==> config.mk <==
export PLATFORM = sky130hd
export DESIGN_NAME = cmutex_merge_n
export DESIGN_NICKNAME = d
export VERILOG_FILES = /design/src/rtl/cmutex_merge_n.sv
export SDC_FILE = /design/constraint.sdc
export NUM_CORES = 1
export LEC_CHECK = 0
export CAP_MARGIN = 30
export CORE_AREA = 2 2 67 94
export DETAILED_ROUTE_END_ITERATION = 10
export DIE_AREA = 0 0 69 96
export PLACE_DENSITY = 0.54
export SYNTH_ARGS = -nofsm -noshare
export SYNTH_HDL_FRONTEND = slang
export SYNTH_SLANG_ARGS = --single-unit
==> constraint.sdc <==
create_clock -name clk -period 2.8 [get_ports clk]
set_input_delay 0.84 -clock clk [delete_from_list [all_inputs] [get_ports clk]]
set_output_delay 0.84 -clock clk [all_outputs]
set_load 0.005 [all_outputs]
==> src/rtl/cmutex_merge_n.sv <==
// N-way drive/free mutex merge: arbitrates pending drives onto one downstream port and returns frees in order.
// Build option CMERGE_RR_EN selects round-robin arbitration; otherwise fixed priority (lowest index wins).
module cmutex_merge_lane #(
  parameter int W = 8
) (
  input  logic         clk,
  input  logic         rst,
  input  logic         drive,
  input  logic [W-1:0] data,
  input  logic         grant,
  input  logic         release_hit,
  output logic         pending,
  output logic         drive_err,
  output logic [W-1:0] data_q
);
  typedef enum logic [1:0] {IDLE, PENDING, ISSUED} state_t;
  state_t state_q, state_d;

  always_ff @(posedge clk or posedge rst) begin
    if (rst) begin
      state_q <= IDLE;
      data_q  <= '0;
    end else begin
      state_q <= state_d;
      if (state_q == IDLE && drive) data_q <= data;
    end
  end

  // A drive on a busy channel is flagged and otherwise dropped.
  always_comb begin
    state_d   = state_q;
    drive_err = 1'b0;
    case (state_q)
      IDLE:    if (drive) state_d = PENDING;
      PENDING: begin
        drive_err = drive;
        if (grant) state_d = ISSUED;
      end
      ISSUED:  begin
        drive_err = drive;
        if (release_hit) state_d = IDLE;
      end
      default: state_d = IDLE;
    endcase
  end

  assign pending = (state_q == PENDING);
endmodule

module cmutex_merge_n #(
  parameter int N     = 2,
  parameter int W     = 8,
  parameter int DEPTH = 4,
  localparam int CW   = $clog2(N)
) (
  input  logic           clk,
  input  logic           rst,
  input  logic [N-1:0]   i_drive,
  input  logic [N*W-1:0] i_data,
  output logic [N-1:0]   o_free,
  output logic           o_driveNext,
  output logic [W-1:0]   o_dataNext,
  output logic [CW-1:0]  o_chanNext,
  input  logic           i_freeNext,
  output logic           o_err
);
  localparam int PW   = (DEPTH > 1) ? $clog2(DEPTH) : 1;
  localparam int CNTW = $clog2(DEPTH + 1);

  logic [N-1:0]              pending, drive_err, grant_vec, release_hit;
  logic [N-1:0][W-1:0]       lane_data;
  logic [DEPTH-1:0][CW-1:0]  fifo_q;
  logic [PW-1:0]             wr_q, rd_q;
  logic [CNTW-1:0]           cnt_q;
  logic [CW-1:0]             gnt_id, head;
  logic                      found, push, pop, err_ev;
  int                        idx;

  for (genvar k = 0; k < N; k++) begin : g_lane
    cmutex_merge_lane #(.W(W)) u_lane (
      .clk         (clk),
      .rst         (rst),
      .drive       (i_drive[k]),
      .data        (i_data[k*W +: W]),
      .grant       (grant_vec[k]),
      .release_hit (release_hit[k]),
      .pending     (pending[k]),
      .drive_err   (drive_err[k]),
      .data_q      (lane_data[k])
    );
    assign grant_vec[k]   = push && (gnt_id == CW'(k));
    assign release_hit[k] = pop && (head == CW'(k));
  end

`ifdef CMERGE_RR_EN
  logic [CW-1:0] rr_q;
  // Pointer holds the last winner; starting at N-1 makes channel 0 first after reset.
  always_ff @(posedge clk or posedge rst) begin
    if (rst)       rr_q <= CW'(N - 1);
    else if (push) rr_q <= gnt_id;
  end
`endif

  always_comb begin
    gnt_id = '0;
    found  = 1'b0;
    idx    = 0;
    for (int i = 0; i < N; i++) begin
`ifdef CMERGE_RR_EN
      idx = (int'(rr_q) + 1 + i) % N;
`else
      idx = i;
`endif
      if (!found && pending[idx]) begin
        found  = 1'b1;
        gnt_id = CW'(idx);
      end
    end
  end

  // Capacity is judged on the registered count, so a slot popped this cycle is only reusable next cycle.
  assign push   = found && (cnt_q < CNTW'(DEPTH));
  assign pop    = i_freeNext && (cnt_q != '0);
  assign head   = fifo_q[rd_q];
  assign err_ev = (|drive_err) || (i_freeNext && cnt_q == '0);

  always_ff @(posedge clk or posedge rst) begin
    if (rst) begin
      fifo_q      <= '0;
      wr_q        <= '0;
      rd_q        <= '0;
      cnt_q       <= '0;
      o_free      <= '0;
      o_driveNext <= 1'b0;
      o_dataNext  <= '0;
      o_chanNext  <= '0;
      o_err       <= 1'b0;
    end else begin
      o_driveNext <= push;
      o_free      <= release_hit;
      o_err       <= o_err | err_ev;
      if (push) begin
        o_dataNext   <= lane_data[gnt_id];
        o_chanNext   <= gnt_id;
        fifo_q[wr_q] <= gnt_id;
        wr_q         <= (wr_q == PW'(DEPTH - 1)) ? '0 : wr_q + 1'b1;
      end
      if (pop) rd_q <= (rd_q == PW'(DEPTH - 1)) ? '0 : rd_q + 1'b1;
      case ({push, pop})
        2'b10:   cnt_q <= cnt_q + 1'b1;
        2'b01:   cnt_q <= cnt_q - 1'b1;
        default: cnt_q <= cnt_q;
      endcase
    end
  end
endmodule
* Word level (Yosys, flattened, before mapping) *
Cells that the tools add are included.

word-level totals
  register bits after elaboration = 44
  bits in latches = 0
  bits in writable memories = 0
  memory bits (read-only) = 0
  input bits = 21
  output and inout bits = 13
  word-level logic and storage cells = 88
  memories = 0

operators by class
  add/sub/neg operators = 4
  multipliers = 0
  divide/modulo/power cells = 0
  order comparisons = 5
  equal/unequal tests = 14
  shift operators = 0
  multiplexer cells = 23
  bitwise gates (word level) = 3
  reduce and logical (&&, ||, !) cells = 23

operators by type and width
  operator               number
  $mux W2                8
  $mux W8                2
  $pmux W2 S3            2
  $logic_and A1 B1 Y1    11
  $eq A2 B2 Y1 const B   5
  $ne A2 B1 Y1 const B   4
  $mux W1                7
  $eq A2 B1 Y1 const B   3
  $lt A2 B3 Y1 const B   2
  $pmux W3 S2            1
  $reduce_and A3 Y1      2
  $reduce_or A2 Y1       3
  $add A2 B1 Y2 const B  2
  $bwmux W4              1
  $logic_not A2 Y1       2
  $ne A2 B2 Y1 const B   2
  $add A3 B1 Y3 const B  1
  $logic_not A3 Y1       1
  $lt A3 B3 Y1 const B   1
  $reduce_bool A3 Y1     1
  $sub A3 B1 Y3 const B  1
  $bmux W1 S2            1
  $demux W1 S2           1
  $ge A2 B1 Y1 const B   1
  6 further kinds        7

* Depth between registers and ports, before layout *
Gate-level depths: netlist of the first run.

  depth in word-level cells = 9
  depth in mapped cells = 10
  gate-level depth less buffers = 9

* Hierarchy *
From an unflattened synthesis of the first run, not the netlist that was laid out.

second synthesis, totals
  cell total of the unflattened synthesis = 167
  area, all modules = 2068.2 µm²

by module, submodules not included
  module             instances  cells an instance  area each (µm²)  sequential area each (µm²)
  cmutex_merge_n     1          101                1157.4           600.6
  cmutex_merge_lane  2          33                 455.4            250.2

* Worst setup path after synthesis of the first run *
OpenSTA, ideal clock, no wires.

  path type = register to register
  from = reg g_lane[1].u_lane.state_q[1]
  to = reg cnt_q[2]
  setup time = 0.079 ns
  arrival time = 2.102 ns
  data required time = 2.721 ns
  slack = 0.619 ns
  stages on the path, launching flop included = 11
  cell sequence = dfrtp_1 -> inv_1 -> ha_1 -> o21bai_1 -> buf_1 -> ha_1 -> inv_1 -> fa_1 -> xor2_1 -> nor2_1 -> xor2_1

between the ends
  word-level cells in the longest chain between the ends = 6

RTL lines
  element                                                   RTL line  text
  start: declaration                                        17        state_t state_q, state_d;
  start signal: assignment                                  24        state_q <= state_d;
  $eq A2 B1 Y1 *                                            47        assign pending = (state_q == PENDING);
  $logic_and A1 B1 Y1 *                                     114       if (!found && pending[idx]) begin
  $mux W1 *                                                 114
  $logic_and A1 B1 Y1 *                                     122       assign push = found && (cnt_q < CNTW'(DEPTH));
  $eq A2 B1 Y1 / $eq A2 B2 Y1 (equally long branches)       149       case ({push, pop})
  $pmux W3 S2 / $reduce_bool A2 Y1 (equally long branches)  -
  end signal: assignment                                    150       2'b10: cnt_q <= cnt_q + 1'b1;
  end signal: assignment                                    151       2'b01: cnt_q <= cnt_q - 1'b1;
  end signal: assignment                                    152       default: cnt_q <= cnt_q;
  end: declaration                                          74        logic [CNTW-1:0] cnt_q;

Mark *: on every way between the ends. The rest lies on a longest branch, timed or not.
A chain may end at the register's enable or synchronous reset.

* Worst setup path in the final report of the first run *
  from = in i_freeNext
  to = reg cnt_q[2]

between the ends
  word-level cells in the longest chain between the ends = 3

RTL lines
  element                                                   RTL line  text
  start: declaration                                        64        input logic i_freeNext,
  $logic_and A1 B1 Y1 *                                     123       assign pop = i_freeNext && (cnt_q != '0);
  net pop                                                   76        logic found, push, pop, err_ev;
  $eq A2 B1 Y1 / $eq A2 B2 Y1 (equally long branches)       149
  $pmux W3 S2 / $reduce_bool A2 Y1 (equally long branches)  -

Mark *: on every way through the listed nets, which the timed path passes. The rest lies on a longest branch.

==> results of run 1 <==
cell type report:
cell class	count	area (µm²)	area share [%]
Multi-Input combinational cell	108	850.8	33.58
Clock buffer	6	72.57	2.864
Clock inverter	1	5.005	0.1975
Inverter	15	56.30	2.222
Sequential cell	44	1101	43.46
Tap cell	70	87.58	3.457
Timing Repair Buffer	37	360.3	14.22
metal layers:
| layer | track usage (%) | up-vias | share of wire, % |
|---|---|---|---|
| met5 | 0 | - | 0 |
| met4 | 5.392 | 0 | 1.5 |
| met3 | 3.246 | 7 | 4.1 |
| met2 | 23.88 | 33 | 53 |
| met1 | 15.03 | 648 | 42 |
| li1 | - | 657 | - |
flip-flops by register name, summed over array words and instances (netlist names):
name and cells:
g_lane.u_lane.data_q 16, o_dataNext 8, fifo_q 4, g_lane.u_lane.state_q 4, cnt_q 3, o_free 2, rd_q 2, wr_q 2
o_chanNext 1, o_driveNext 1, o_err 1
placed cells by master, fill, tap and decap left out, drive strengths merged:
master,count
o21bai,1
xnor2,1
inv,14
or3,1
nor2,4
clkdlybuf4s50,33
fa,1
ha,15
nand2,19
clkbuf,6
xor2,2
o21ai,14
a21o,1
dfrtp,44
mux4,1
buf,4
a21oi,9
nor3,2
a22oi,9
o31ai,1
nor2b,6
mux2,20
clkinv,2
a221oi,1
power by group through the flow:
| stage | logic (W) | clock network [W] | registers (W) |
|---|---|---|---|
| final | 0.00122 | 0.000371 | 0.00117 |
| after global placement | 0.00118 | 0 | 0.00117 |
| after detailed placement | 0.00124 | 0 | 0.00118 |
| after global routing | 0.00139 | 0.000410 | 0.00121 |
| after CTS | 0.00124 | 0.000389 | 0.00117 |
| after floorplan | 0.000848 | 0 | 0.00112 |
how the worst min path moves through the flow:
stage | startpoint | endpoint | slack, ns | cells past startpoint
finish | o_err | o_err | 0.48 | 2
global route | o_err | o_err | 0.50 | 2
CTS | o_dataNext[0] | o_dataNext[0] | 0.49 | 2
detailed placement | o_dataNext[0] | o_dataNext[0] | 0.47 | 2
global placement | o_err | o_err | 0.47 | 2
floorplan | o_err | o_err | 0.47 | 2
critical path: cells and delay by family:
kind	cells	cell delay (ns)
buf+inv	3	0.70
fa+ha+maj	2	0.57
xor+xnor	2	0.32
compound gates	1	0.11
simple gates	1	0.12
per-stage QoR:
step / power, W / util [%] / hold slack (ns) / cell area (µm²) / cells
finish: 0.002755 / 43.83 / 0.4811 / 2534 / 281
global route: 0.003012 / 43.83 / 0.5040 / 2534 / 281
CTS: 0.002805 / 43.83 / 0.4919 / 2534 / 281
detailed placement: 0.002423 / 42.49 / 0.4737 / 2456 / 274
global placement: 0.002354 / 42.49 / 0.4703 / 2456 / 274
floorplan: 0.001965 / - / 0.4670 / 2034 / 172
logic make-up (layout without fill, tap and decap cells):
group / after synthesis / count (layout) / share of synthesized area, %
muxes: 21 / 21 / 12.18
xor gates and xnor gates: 3 / 3 / 1.292
DFF: 44 / 44 / 54.12
and+or+nand+nor: 32 / 32 / 6.888
buffers and inverters: 20 / 59 / 4.059
adders and majority gates: 16 / 16 / 10.21
AOI/OAI and AO/OA: 36 / 36 / 11.25
==> impl_metrics.ini, run 1 <==
[run_status]
outcome = complete, no violations

[timing]
drv_slew = 0
worst_slew_pin_slew_ns = 0.5889
timing.final.ws_setup_ns = 0.3631
fin_tns_setup_ns = 0
grt_setup_unrepaired = no
finalHoldViolCount = 0
finalCriticalPeriod_ns = 2.437
period_share_pct = 87.03
finalSetupViolations = 0
max_freq_mhz = 410.4
relSlewSlack_pct = 60.66
fin_skew_ns = 0.006827

[clocking]
cts_max_path_buffers = 2
cts_resized = 0
cts_tree = yes
clkLatencyLatePin_ns = 0.29
cts_hold_buf = 0
post_cts_buffers = 0
cts.sinks = 44
clk_pin_slew_ns = 0.08
cts_buffers = 5
root_buffer = clkbuf_8
cts-htree-levels = 2

[setup_path]
worstPathRequired_ns = 3.02
cp-startpoint = i_freeNext
reg2reg_to = cnt_q[2]
worstSetupStartpointType = input pin
r2r_slack_ns = 0.68
reg2regPathDepth = 9
max_stage_delay_ns = 0.52
reg2reg_from = g_lane[1].u_lane.state_q[1]
endpoint = cnt_q[2]
worstSetupPathType = in2reg
end_kind = flip-flop
crit_arrival_ns = 2.65
slowest_stage = clkdlybuf4s50_1
cp_max_fo = 6
crit_chain = clkdlybuf4s50_1 -> o31ai_4 -> inv_1 -> ha_1 -> inv_1 -> fa_1 -> xor2_1 -> nor2_1 -> xor2_1

[power_and_ir_drop]
combPwrFrac_pct = 44.2
swShare_pct = 36.08
p_leak_nw = 1.142
p_seq_share_pct = 42.3
power_frac_clock_pct = 13.5
p_int_w = 0.001761
peakVddDrop_mv = 0.4260
power.density_nw_per_um2 = 1087
power.switching_w = 0.0009941

[synthesis]
synth.most_common_cell = dfrtp_1
ys_ff_latch = 44
synth_top_area_cell = dfrtp_1
syn_nets = 209
synthArstFlopShare_pct = 100.0
avgSynthCellArea_um2 = 11.83
synth-edff-count = 0
syn_area_um2 = 2034
yosys-top-cells-count = dfrtp_1 (44), nand2_1 (19), mux2_2 (18), ha_1 (15), inv_1 (15)
synthTopCellsByArea = dfrtp_1 (54%), mux2_2 (10%), ha_1 (9.2%)
ys_types = 25
yosysWarningCount = 0
syn_inst = 172
yosysSeqAreaShare_pct = 54.12
synth.top_cell.area_share_pct = 54.12
yosys_most_used_dff = dfrtp_1

[die]
start_util_pct = 35.19
die_area_um2 = 6624
core_area_um2 = 5781
die_x_um = 69
rows = 33
ios = 34
die_y_um = 96

[global_route]
grt_pass1_vias = 1473
grtUsageTotal_pct = 13.23
grt_pass1_wl_mm = 6.817
grt_max_degree = 45
antenna_found_initial = 0
gr-total-overflow = 0

[routing]
drt_iter0_markers = 35
post-route-drc-count = 0
wirelength_mm = 3.988
firstDrtPassIters = 4
num_vias = 1345
final_antenna_net_count = 0
via_per_inst = 4.786
wl_per_cell_um = 14.19

[finish]
fillerInstances = 552
antenna_cells = 0
drive_gt1_share_pct = 14.69
area_delta_synth_final_pct = 24.54
final_nets = 248

[run]
cap_violations = 0

[place]
io_buffers = 33
place.gp.congestion = 0.7480
dpl.hpwl_mm = 2.984
place_ws_ns = 0.04543

[hold_path]
hp-class = reg2reg
No activity file was read; power rests on OpenSTA's default activity.
==> inputs of run 2 (changes only) <==
- RECOVER_POWER: not set -> 100
- TNS_END_PERCENT: not set -> 20
==> impl_metrics.ini, run 2 (synthesis gave the netlist of run 1 again) <==
[run_status]
outcome = complete, no violations

[power_and_ir_drop]
p_leak_nw = 1.151
p_seq_share_pct = 43.0
peakVddDrop_mv = 0.4246
combPwrFrac_pct = 43.3
swShare_pct = 36.58
power.switching_w = 0.0009893
p_int_w = 0.001715
power_frac_clock_pct = 13.7
power.density_nw_per_um2 = 1072

[routing]
wirelength_mm = 3.970
drt_iter0_markers = 36
via_per_inst = 4.790
wl_per_cell_um = 14.13
firstDrtPassIters = 4
post-route-drc-count = 0
final_antenna_net_count = 0
num_vias = 1346

[clocking]
cts_buffers = 5
clkLatencyLatePin_ns = 0.29
cts_max_path_buffers = 2
clk_pin_slew_ns = 0.08
cts_tree = yes
cts-htree-levels = 2
cts_resized = 0
cts.sinks = 44
cts_hold_buf = 0
post_cts_buffers = 0
root_buffer = clkbuf_8

[run]
cap_violations = 0

[timing]
finalCriticalPeriod_ns = 2.508
max_freq_mhz = 398.7
period_share_pct = 89.58
finalHoldViolCount = 0
worst_slew_pin_slew_ns = 1.079
fin_skew_ns = 0.007998
relSlewSlack_pct = 28.07
grt_setup_unrepaired = no
drv_slew = 0
fin_tns_setup_ns = 0
finalSetupViolations = 0

[finish]
antenna_cells = 0
final_nets = 248
regArea_um2 = 1101
area_delta_synth_final_pct = 24.05
largestRegisters = g_lane.u_lane.data_q: 16 flops, o_dataNext: 8 flops
final_cell_mix = dfrtp_1 (44), nand2_1 (19), mux2_2 (18)
drive_gt1_share_pct = 13.74
layout_commonest_cell = dfrtp_1
stdcell_area_um2 = 2524
largest_reg_flops = 16
fillerInstances = 556
multi_input_area_um2 = 850.8
regMostFlops = g_lane.u_lane.data_q

[die]
die_x_um = 69
die_y_um = 96
die_area_um2 = 6624
core_area_um2 = 5781
rows = 33
start_util_pct = 35.19
ios = 34

[global_route]
grt_pass1_vias = 1473
grt_pass1_wl_mm = 6.817
grt_max_degree = 45
grtUsageTotal_pct = 13.23
antenna_found_initial = 0
gr-total-overflow = 0

[setup_path]
end_kind = flip-flop
worstPathRequired_ns = 3.02
worstSetupStartpointType = input pin
reg2reg_to = o_dataNext[5]
reg2reg_from = g_lane[0].u_lane.state_q[1]
cp_max_fo = 6
reg2regPathDepth = 6
r2r_slack_ns = 0.66
worstSetupPathType = in2reg
crit_arrival_ns = 2.73

[hold_path]
holdCritStartpoint = o_err
hp-class = reg2reg
hold_depth = 2
whs_endpoint = o_err

[place]
place.gp.congestion = 0.7480
io_buffers = 33
place_area_um2 = 2456
dpl.hpwl_mm = 2.984
==> run 2: layout make-up <==
| class | count | share of cell area [%] |
|---|---|---|
| clock buffers | 6 | 2.876 |
| flip-flops and latches | 44 | 43.63 |
| inverters | 15 | 2.231 |
| clock inverters | 1 | 0.1983 |
| well taps | 70 | 3.471 |
| multi-input cells | 108 | 33.71 |
| repair buffers | 37 | 13.88 |
==> run 2: metal layers <==
| metal | up-vias | share of wire [%] | global-route usage, % |
|---|---|---|---|
| met4 | 0 | 1.5 | 5.392 |
| met3 | 7 | 4.1 | 3.246 |
| met5 | - | 0 | 0 |
| li1 | 657 | - | - |
| met2 | 31 | 52 | 23.88 |
| met1 | 651 | 42 | 15.03 |
==> run 2: how the worst max path moves through the flow <==
| stage | startpoint | end | slack [ns] |
|---|---|---|---|
| CTS | i_freeNext | cnt_q[2] | 0.36 |
| global placement | i_freeNext | cnt_q[2] | 0.15 |
| detailed placement | i_freeNext | cnt_q[2] | 0.05 |
| finish | i_freeNext | cnt_q[2] | 0.29 |
| global route | i_freeNext | cnt_q[2] | 0.15 |
| floorplan | g_lane[1].u_lane.state_q[1] | cnt_q[2] | 0.62 |
==> run 2: power groups by stage <==
stage	Clock, W	Combinational [W]	Sequential, W
floorplan	0	0.000848	0.00112
global placement	0	0.00118	0.00117
detailed placement	0	0.00124	0.00118
CTS	0.000389	0.00124	0.00117
global route	0.000410	0.00134	0.00121
finish	0.000371	0.00117	0.00116
==> run 2: worst max-delay path, cell delays in order <==
cell and delay (ns):
dlygate4sd3_1 0.59, o31ai_4 0.11, inv_1 0.12, ha_1 0.19, inv_1 0.06, fa_1 0.38, xor2_1 0.15, nor2_1 0.12
xor2_1 0.17
==> run 2: through the flow <==
stage | std cells | power [W] | hold slack, ns | util [%] | setup WS (ns)
floorplan | 172 | 0.001965 | 0.4670 | - | 0.6187
global placement | 274 | 0.002354 | 0.4703 | 42.49 | 0.1480
detailed placement | 274 | 0.002423 | 0.4737 | 42.49 | 0.04543
CTS | 281 | 0.002805 | 0.4919 | 43.83 | 0.3620
global route | 281 | 0.002963 | 0.5070 | 43.66 | 0.1479
finish | 281 | 0.002705 | 0.4763 | 43.66 | 0.2917
==> inputs of run 3 (changes only) <==
- CORE_AREA: 2 2 67 94 -> 2 2 66 114
- DIE_AREA: 0 0 69 96 -> 0 0 68 116
- PLACE_DENSITY: 0.54 -> 0.46
==> impl_metrics.ini, run 3 (synthesis gave the netlist of run 1 again) <==
[routing]
wirelength_mm = 4.249
post-route-drc-count = 0
num_vias = 1368
wl_per_cell_um = 14.31
drt_iter0_markers = 80
firstDrtPassIters = 4
final_antenna_net_count = 0
via_per_inst = 4.606

[timing]
fin_skew_ns = 0.005648
fin_tns_setup_ns = 0
max_freq_mhz = 403.8
worst_slew_pin_slew_ns = 1.104
finalCriticalPeriod_ns = 2.476
period_share_pct = 88.45
finalHoldViolCount = 0
drv_slew = 0
finalSetupViolations = 0
relSlewSlack_pct = 26.41
grt_setup_unrepaired = no

[finish]
drive_gt1_share_pct = 14.08
final_nets = 249
area_delta_synth_final_pct = 29.34
antenna_cells = 0
fillerInstances = 706
regMostFlops = g_lane.u_lane.data_q
final_util_pct = 38.10
largest_reg_flops = 16
layout_commonest_cell = dfrtp_1
final_cell_mix = dfrtp_1 (44), nand2_1 (19), mux2_2 (18)
largestRegisters = g_lane.u_lane.data_q: 16 flops, o_dataNext: 8 flops

[setup_path]
crit_arrival_ns = 2.69
crit_chain = dlygate4sd3_1 -> o31ai_1 -> inv_1 -> ha_1 -> inv_1 -> fa_1 -> xor2_1 -> nor2_1 -> xor2_1
max_stage_delay_ns = 0.55
worstSetupStartpointType = input pin
reg2reg_from = cnt_q[2]
slowest_stage = dlygate4sd3_1
end_kind = flip-flop
cp-startpoint = i_freeNext
cp_max_fo = 6
worstSetupPathType = in2reg
reg2regPathDepth = 8
crit_buf_inv = 3
path_depth = 9
path_delay_family = buffers and inverters
worstPathRequired_ns = 3.01

[clocking]
cts.sinks = 44
clkLatencyLatePin_ns = 0.29
post_cts_buffers = 0
cts_resized = 0
clk_pin_slew_ns = 0.06
cts_tree = yes
cts_buffers = 5
cts_hold_buf = 0
root_buffer = clkbuf_16
cts_max_path_buffers = 2
cts-htree-levels = 2

[die]
ios = 34
core_area_um2 = 6907
die_area_um2 = 7888
die_y_um = 116
rows = 40
die_x_um = 68
start_util_pct = 29.46

[power_and_ir_drop]
peakVddDrop_mv = 0.5192
power.density_nw_per_um2 = 1144
power_w = 0.003011
p_leak_nw = 1.196

[place]
io_buffers = 33
place.gp.congestion = 0.7488
dpl.hpwl_mm = 3.097

[hold_path]
hold_depth = 2
hp-class = reg2reg
holdCritStartpoint = o_dataNext[4]

[global_route]
gr-total-overflow = 0
antenna_found_initial = 0
grt_pass1_vias = 1410
grt_pass1_wl_mm = 7.210
grtUsageTotal_pct = 12.69
grt_max_degree = 45

[run_status]
outcome = complete, no violations

[run]
cap_violations = 0
-- run 3: changes by cell type in the layout (fill, tap and decap cells not counted), sizes merged --
| cell | previous run | this run |
|---|---|---|
| bufinv | 0 | 1 |
| clkbuf | 9 | 10 |
-- run 3: worst reg2reg max path: cells and delay by family (launching register included) --
kind	cells	cell delay [ns]
buf+inv	2	0.23
compound gates	1	0.58
simple gates	1	0.06
xor+xnor	2	0.28
flops	1	0.50
fa+ha+maj	2	0.41
-- run 3: layout make-up --
| class | instances | area (µm²) | share of cell area [%] |
|---|---|---|---|
| clock inverters | 2 | 38.79 | 1.474 |
| repair buffers | 38 | 354.1 | 13.46 |
| inverters | 15 | 56.30 | 2.140 |
| well taps | 84 | 105.1 | 3.994 |
| clock buffers | 6 | 138.9 | 5.278 |
| multi-input cells | 108 | 837.1 | 31.81 |
| flip-flops and latches | 44 | 1101 | 41.85 |
-- run 3: power breakdown --
part           total, W  internal [W]  switching [W]  leakage (nW)
logic           0.00117      0.000587       0.000582         0.578
registers       0.00115      0.000953       0.000202         0.531
clock network  0.000687      0.000447       0.000240        0.0871
-- run 3: metrics by stage --
stage	worst slack [ns]	hold WS (ns)	instances	cell area, µm²
2_1_floorplan	0.6187	0.4670	172	2034
3_3_place_gp	0.1199	0.4845	289	2481
3_5_place_dp	0.09136	0.4783	289	2481
4_1_cts	0.3953	0.4928	297	2659
5_1_grt	0.1276	0.5191	297	2631
6_report	0.3235	0.4836	297	2631
-- run 3: routing by layer --
layer	GRT usage, %	part of all wire (%)	vias to the layer above
met5	0	0	-
met4	6.000	2.1	0
met3	3.301	2.8	6
met2	21.36	54	23
met1	14.63	41	678
li1	-	-	661
-- run 3: path summary, 6_finish.rpt --
kind | endpoint | slack, ns
hold / removal | o_dataNext[4] | 0.48
min in group asynchronous | g_lane[0].u_lane.data_q[3] | 1.35
max in group asynchronous | o_dataNext[1] | 0.77
setup reg to reg | cnt_q[2] | 0.60
setup / recovery | cnt_q[2] | 0.32
hold reg to reg | o_dataNext[4] | 0.48
